<file path="config.mk">
export PLATFORM = sky130hd
export DESIGN_NAME = multi_cycle_ctrl
export DESIGN_NICKNAME = d
export VERILOG_FILES = /design/src/rtl/multi_cycle_ctrl.sv
export SDC_FILE = /design/constraint.sdc
export NUM_CORES = 1
export LEC_CHECK = 0
export ABC_AREA = 0
export BUFFER_PORTS_ARGS = -buffer_cell sky130_fd_sc_hd__buf_2
export CAP_MARGIN = 20
export CORE_MARGIN = 1.5
export CORE_UTILIZATION = 45
export DETAILED_ROUTE_END_ITERATION = 10
export PLACE_DENSITY = 0.82
export SYNTH_ARGS = -nofsm -noshare
export SYNTH_HDL_FRONTEND = slang
export SYNTH_SLANG_ARGS = --single-unit
</file>
<file path="constraint.sdc">
create_clock -name clk -period 2.35 [get_ports clk]
set_input_delay 0.235 -clock clk [delete_from_list [all_inputs] [get_ports clk]]
set_output_delay 0.235 -clock clk [all_outputs]
set_load 0.02 [all_outputs]
</file>
<file path="src/rtl/multi_cycle_ctrl.sv">
// multi_cycle_ctrl: multi-cycle sequencer for the MIPS-subset core.
// Owns the program counter and instruction register. It steps the shared
// datapath through FETCH/DECODE/EXEC/MEM/WB, spending one state per cycle.
// Optional feature macro: CTRL_TRAP_EN. When it is defined, an unsupported
// encoding parks the sequencer in TRAP. When it is undefined, an unsupported
// encoding retires as a nop.
module multi_cycle_ctrl #(
    parameter int              PC_W     = 5,
    parameter logic [PC_W-1:0] RESET_PC = {PC_W{1'b0}}
) (
    input  logic            clk,
    input  logic            rst_n,
    input  logic            run,
    input  logic [31:0]     inst,
    input  logic            alu_zero,
    input  logic            mem_ready,
    output logic [PC_W-1:0] pc,
    output logic [31:0]     ir,
    output logic [2:0]      state,
    output logic            reg_we,
    output logic            reg_dst,
    output logic            alu_src,
    output logic            ext_sign,
    output logic [2:0]      alu_op,
    output logic            mem_re,
    output logic            mem_we,
    output logic            mem_to_reg,
    output logic            trap,
    output logic [7:0]      instret
);

    typedef enum logic [2:0] {
        S_IDLE   = 3'd0,
        S_FETCH  = 3'd1,
        S_DECODE = 3'd2,
        S_EXEC   = 3'd3,
        S_MEM    = 3'd4,
        S_WB     = 3'd5,
        S_TRAP   = 3'd6
    } state_t;

    state_t          state_r, state_s;
    logic [PC_W-1:0] pc_r, pc_s;
    logic [31:0]     ir_r, ir_s;
    logic            trap_r, trap_s;
    logic [7:0]      instret_r, instret_s;
    logic            retire_s;

    logic [5:0] opcode_s, funct_s;
    logic is_nop_s, is_j_s, is_rtype_s, is_ori_s, is_addiu_s;
    logic is_lw_s, is_sw_s, is_beq_s, is_exec_s;
    logic [2:0] rtype_op_s;

    // Instruction classification and R-type ALU operation from the latched word
    always_comb begin
        opcode_s   = ir_r[31:26];
        funct_s    = ir_r[5:0];
        is_nop_s   = (ir_r == 32'h0000_0000);
        is_j_s     = (opcode_s == 6'b000010);
        is_ori_s   = (opcode_s == 6'b001101);
        is_addiu_s = (opcode_s == 6'b001001);
        is_lw_s    = (opcode_s == 6'b100011);
        is_sw_s    = (opcode_s == 6'b101011);
        is_beq_s   = (opcode_s == 6'b000100);
        is_rtype_s = 1'b0;
        rtype_op_s = 3'd0;
        if (opcode_s == 6'b000000) begin
            case (funct_s)
                6'b100000: begin is_rtype_s = 1'b1; rtype_op_s = 3'd0; end
                6'b100010: begin is_rtype_s = 1'b1; rtype_op_s = 3'd1; end
                6'b100011: begin is_rtype_s = 1'b1; rtype_op_s = 3'd2; end
                6'b101010: begin is_rtype_s = 1'b1; rtype_op_s = 3'd3; end
                6'b101011: begin is_rtype_s = 1'b1; rtype_op_s = 3'd4; end
                default:   begin is_rtype_s = 1'b0; rtype_op_s = 3'd0; end
            endcase
        end else begin
            is_rtype_s = 1'b0;
            rtype_op_s = 3'd0;
        end
        is_exec_s = is_rtype_s | is_ori_s | is_addiu_s | is_lw_s | is_sw_s | is_beq_s;
    end

    // Next-state, architectural updates and per-state datapath controls
    always_comb begin
        state_s    = state_r;
        pc_s       = pc_r;
        ir_s       = ir_r;
        trap_s     = trap_r;
        instret_s  = instret_r;
        retire_s   = 1'b0;
        reg_we     = 1'b0;
        reg_dst    = 1'b0;
        alu_src    = 1'b0;
        ext_sign   = 1'b0;
        alu_op     = 3'd0;
        mem_re     = 1'b0;
        mem_we     = 1'b0;
        mem_to_reg = 1'b0;
        case (state_r)
            S_IDLE: begin
                if (run) state_s = S_FETCH;
                else     state_s = S_IDLE;
            end
            S_FETCH: begin
                ir_s    = inst;
                pc_s    = pc_r + PC_W'(1);
                state_s = S_DECODE;
            end
            S_DECODE: begin
                if (is_nop_s) begin
                    retire_s = 1'b1;
                end else if (is_j_s) begin
                    pc_s     = ir_r[PC_W-1:0];
                    retire_s = 1'b1;
                end else if (is_exec_s) begin
                    state_s = S_EXEC;
                end else begin
`ifdef CTRL_TRAP_EN
                    state_s = S_TRAP;
                    trap_s  = 1'b1;
`else
                    retire_s = 1'b1;
`endif
                end
            end
            S_EXEC: begin
                alu_src  = is_ori_s | is_addiu_s | is_lw_s | is_sw_s;
                ext_sign = ~is_ori_s;
                if (is_rtype_s)     alu_op = rtype_op_s;
                else if (is_ori_s)  alu_op = 3'd5;
                else if (is_beq_s)  alu_op = 3'd1;
                else                alu_op = 3'd0;
                if (is_rtype_s | is_ori_s | is_addiu_s) begin
                    state_s = S_WB;
                end else if (is_lw_s | is_sw_s) begin
                    state_s = S_MEM;
                end else begin
                    // beq: target is relative to the already-incremented pc
                    if (alu_zero) pc_s = pc_r + ir_r[PC_W-1:0];
                    else          pc_s = pc_r;
                    retire_s = 1'b1;
                end
            end
            S_MEM: begin
                mem_re = is_lw_s;
                mem_we = is_sw_s;
                if (mem_ready) begin
                    if (is_lw_s) state_s = S_WB;
                    else         retire_s = 1'b1;
                end else begin
                    state_s = S_MEM;
                end
            end
            S_WB: begin
                reg_we     = 1'b1;
                reg_dst    = is_rtype_s;
                mem_to_reg = is_lw_s;
                retire_s   = 1'b1;
            end
            S_TRAP: begin
                state_s = S_TRAP;
            end
            default: begin
                state_s = S_IDLE;
            end
        endcase
        if (retire_s) begin
            state_s = run ? S_FETCH : S_IDLE;
            if (instret_r != 8'hFF) instret_s = instret_r + 8'd1;
            else                    instret_s = instret_r;
        end else begin
            instret_s = instret_r;
        end
    end

    // Architectural state registers with asynchronous reset
    always_ff @(posedge clk or negedge rst_n) begin
        if (!rst_n) begin
            state_r   <= S_IDLE;
            pc_r      <= RESET_PC;
            ir_r      <= 32'h0000_0000;
            trap_r    <= 1'b0;
            instret_r <= 8'h00;
        end else begin
            state_r   <= state_s;
            pc_r      <= pc_s;
            ir_r      <= ir_s;
            trap_r    <= trap_s;
            instret_r <= instret_s;
        end
    end

    assign pc      = pc_r;
    assign ir      = ir_r;
    assign state   = state_r;
    assign trap    = trap_r;
    assign instret = instret_r;

endmodule

</file>
==> impl_results.md <==
- Mapped Avg Cell Area: about 12 sq um
- Final #Nets: between 300 and 400
- Placement Rows: 27
- Hold slack: around 0.16 ns
- Die area: just over 6000 sq um
- First-pass GRT wire length: ~9.6 mm
- CTS root buf: clkbuf_8
- CP Depth: 10
- Filler cells: 444
- Sequential cell area: 1200 sq um
- Sw frac: 0.430
- Crit-path max FO: 4
- Critical Path Source Type: flop
- Reg2Reg Depth: 10
- Total power: around 5.3 mW
- Max Slew Vio Count: 0
- Setup Crit Path Kind: flop to flop
- GRT overflow: 0
- Peak supply drop: approximately 0.67 mV
- EDFF count, synth: 0
- Power share of the sequential group: 0.312
- #FFs+latches synth: 48
- Status: finished, violations left
- Initial antenna violation count: 0
- Routed vias/inst: between 5 and 6
- Max transition margin: 0.658
- Failing checks: setup timing
- Syn_nets: between 200 and 300
- Top FF cell, synth: dfrtp_1
- 1st-pass router iterations: 4
- Fin. Hold Viols: 0
- Multi-input combinational cell area: around 1300 sq um
- Die X: between 70 and 80 um
- Die height: ~79 um
- Number of global-route vias before repair: 2083
- Area growth syn-to-layout: 31.7%
- Max_cap viols: 0
- WL/cell: 14.8 um
- Antenna diode count: 0
- Crit path time final: between 2 and 2.5 ns
- RSZ-0062 raised after global routing: true
- Routability cong.: between 0.8 and 0.9
- Starting Density: 0.469
- Asr flop ratio synth: 1.00
- Slowest cell on crit path: mux4_2
- Pleak: roughly 1.6 nW
- FF-to-FF setup slack: -0.05 ns
- Yosys warnings: 0
- H-Tree Depth: 2
- Worst setup margin: -0.0501 ns
- DR DRC count: 0
- Drt total wl: approximately 6 mm
- Share of cells above drive strength 1: 0.555
- Crit path DAT: 2.58 ns
- Worst Path Buf+Inv: 1
- Hold WC Path Type: input port to flop
- Combinational power share: 0.554
- NetSw: between 2 and 2.5 mW
- Crit path required time: roughly 2.5 ns
- CTS clk-pin slew, worst paths: ~0.09 ns
- Clock Skew: between 0.002 and 0.0025 ns
- Mapped Cells: around 220
- Clock Path Buffers: 2
- Violation count after the first detailed-routing iteration: 125
- CP delay by family, top: adder cells
- Mapped Area: 2580 sq um
- Clock sink count: 48
- Slowest stage delay, CP: around 0.48 ns
- Crit-path cells: and3b_2, nand2b_1, ha_2, inv_1, fa_2, nor2b_2, o21ai_2, nand2_2, mux4_2, a21boi_1
- Clock share of power: 0.134
- Post-synthesis sequential area ratio: 0.466
- Routed Antenna Nets: 0
- Ratio of final minimum period to clock period: 1.02
- Pwr Density: about 1600 nW/um^2
- Final setup vio count: 1
- Via count: roughly 2100
- HPWL after DPL: about 4.5 mm
- Port-buffer cells: 94
- Core Region: ~5500 sq um
- Worst-margin pin slew: roughly 0.5 ns
- Max Clk Rate: 0.417 GHz
- CTS tree: built
- Worst hold stages: 2
- Int Pwr: ~3.0 mW
- Synth cell types: 55
- TritonCTS Buffers: 5
- Ports: 96
- Total GRT Usage: 0.198
- Largest net degree at the start of global routing: 34
- CP Capture Type: flop
- Worst skew pair latency: 0.30 ns
## power groups by stage
stage / Sequential, mW / Combinational, mW / Clock [mW]
6_report: 1.65 / 2.94 / 0.713
5_1_grt: 1.72 / 3.19 / 0.769
4_1_cts: 1.63 / 2.90 / 0.732
3_5_place_dp: 1.64 / 2.89 / 0
3_3_place_gp: 1.63 / 2.81 / 0
2_1_floorplan: 2.15 / 1.51 / 0
## registers in the layout (all words and copies together) (netlist names)
signal   count
instret      8
ir          32
pc           5
state        3
## worst paths after layout
check | start | end
worst max-delay path | state[1] | pc[4]
worst min-delay path | inst[2] | ir[2]
worst max register to register | state[1] | pc[4]
worst min register to register | instret[7] | instret[7]
max in group asynchronous | rst_n | ir[16]
min in group asynchronous | rst_n | pc[1]
## metrics by stage
stage	TNS, ns	util	cell area (sq um)	setup slack [ns]	std cells
2_1_floorplan	-0.0428	-	2580	-0.0428	219
3_3_place_gp	0	0.581	3200	0.121	389
3_5_place_dp	0	0.581	3200	0.0326	389
4_1_cts	0	0.607	3340	0.00858	398
5_1_grt	-0.142	0.617	3400	-0.142	402
6_report	-0.0501	0.617	3400	-0.0501	402
## synth_stat cells (2+ instances only)
library cell / count / area, sq um
a21oi_1: 4 / 20.0
nor3_1: 2 / 10.0
a211oi_1: 4 / 30.0
nor3b_1: 2 / 15.0
nand2b_1: 3 / 18.8
buf_4: 2 / 15.0
and2_1: 4 / 25.0
nand3_1: 9 / 45.0
ha_1: 5 / 62.6
nor2b_1: 4 / 25.0
clkbuf_1: 4 / 15.0
buf_2: 3 / 15.0
o21ai_0: 6 / 30.0
mux2_2: 33 / 372
nor4_1: 3 / 18.8
nand2_1: 12 / 45.0
dfrtp_1: 48 / 1200
nor2_1: 13 / 48.8
xor2_1: 9 / 78.8
mux2_4: 4 / 60.1
inv_1: 7 / 26.3
nand4_1: 3 / 18.8
a2111oi_2: 3 / 45.0
## cells by family (layout without fill, tap and decap cells)
kind of cell | after synthesis | in the layout | share of synthesized area
other cells | 1 | 1 | 0.00145
xor+xnor | 10 | 10 | 0.0339
buf+inv | 17 | 128 | 0.0291
mux | 39 | 39 | 0.180
fa+ha+maj | 6 | 6 | 0.0320
simple gates | 65 | 65 | 0.139
compound gates | 33 | 33 | 0.119
flops | 48 | 48 | 0.466
## cell usage in the layout, fill, tap and decap left out, types with 2 or more instances in the layout
| cell | Yosys | layout |
|---|---|---|
| a2111oi_2 | 3 | 3 |
| a211oi_1 | 4 | 4 |
| a21oi_1 | 4 | 4 |
| and2_1 | 4 | 4 |
| buf_2 | 3 | 94 |
| buf_4 | 2 | 17 |
| bufinv_16 | 0 | 2 |
| clkbuf_8 | 0 | 5 |
| dfrtp_1 | 48 | 47 |
| ha_1 | 5 | 4 |
| inv_1 | 7 | 7 |
| mux2_2 | 33 | 33 |
| mux2_4 | 4 | 4 |
| nand2_1 | 12 | 11 |
| nand2_2 | 1 | 2 |
| nand2b_1 | 3 | 3 |
| nand3_1 | 9 | 9 |
| nand4_1 | 3 | 3 |
| nor2_1 | 13 | 13 |
| nor2b_1 | 4 | 2 |
| nor2b_2 | 0 | 2 |
| nor3_1 | 2 | 2 |
| nor3b_1 | 2 | 2 |
| nor4_1 | 3 | 3 |
| o21ai_0 | 6 | 5 |
| o21ai_2 | 1 | 2 |
| xor2_1 | 9 | 9 |
## metal layers
layer  GRT usage  share of wire
met5           0              0
met4      0.0750          0.019
met3      0.0483          0.059
met2       0.316           0.49
met1       0.261           0.43
## final cells by class
class | instances | share of cell area
Multi-Input combinational cell | 154 | 0.391
Sequential cell | 48 | 0.354
Clock inverter | 3 | 0.0203
Inverter | 8 | 0.00884
Tap cell | 72 | 0.0265
Clock buffer | 5 | 0.0203
Timing Repair Buffer | 112 | 0.179
## repair_timing
action / in CTS / in global routing
gates resized for setup: 0 / 7
setup buffers: 0 / 4
endpoints found under the hold margin: 14 / 0
hold buffers: 1 / 0
endpoints found under the setup margin: 0 / 4
No activity file was read; power rests on OpenSTA's default activity.
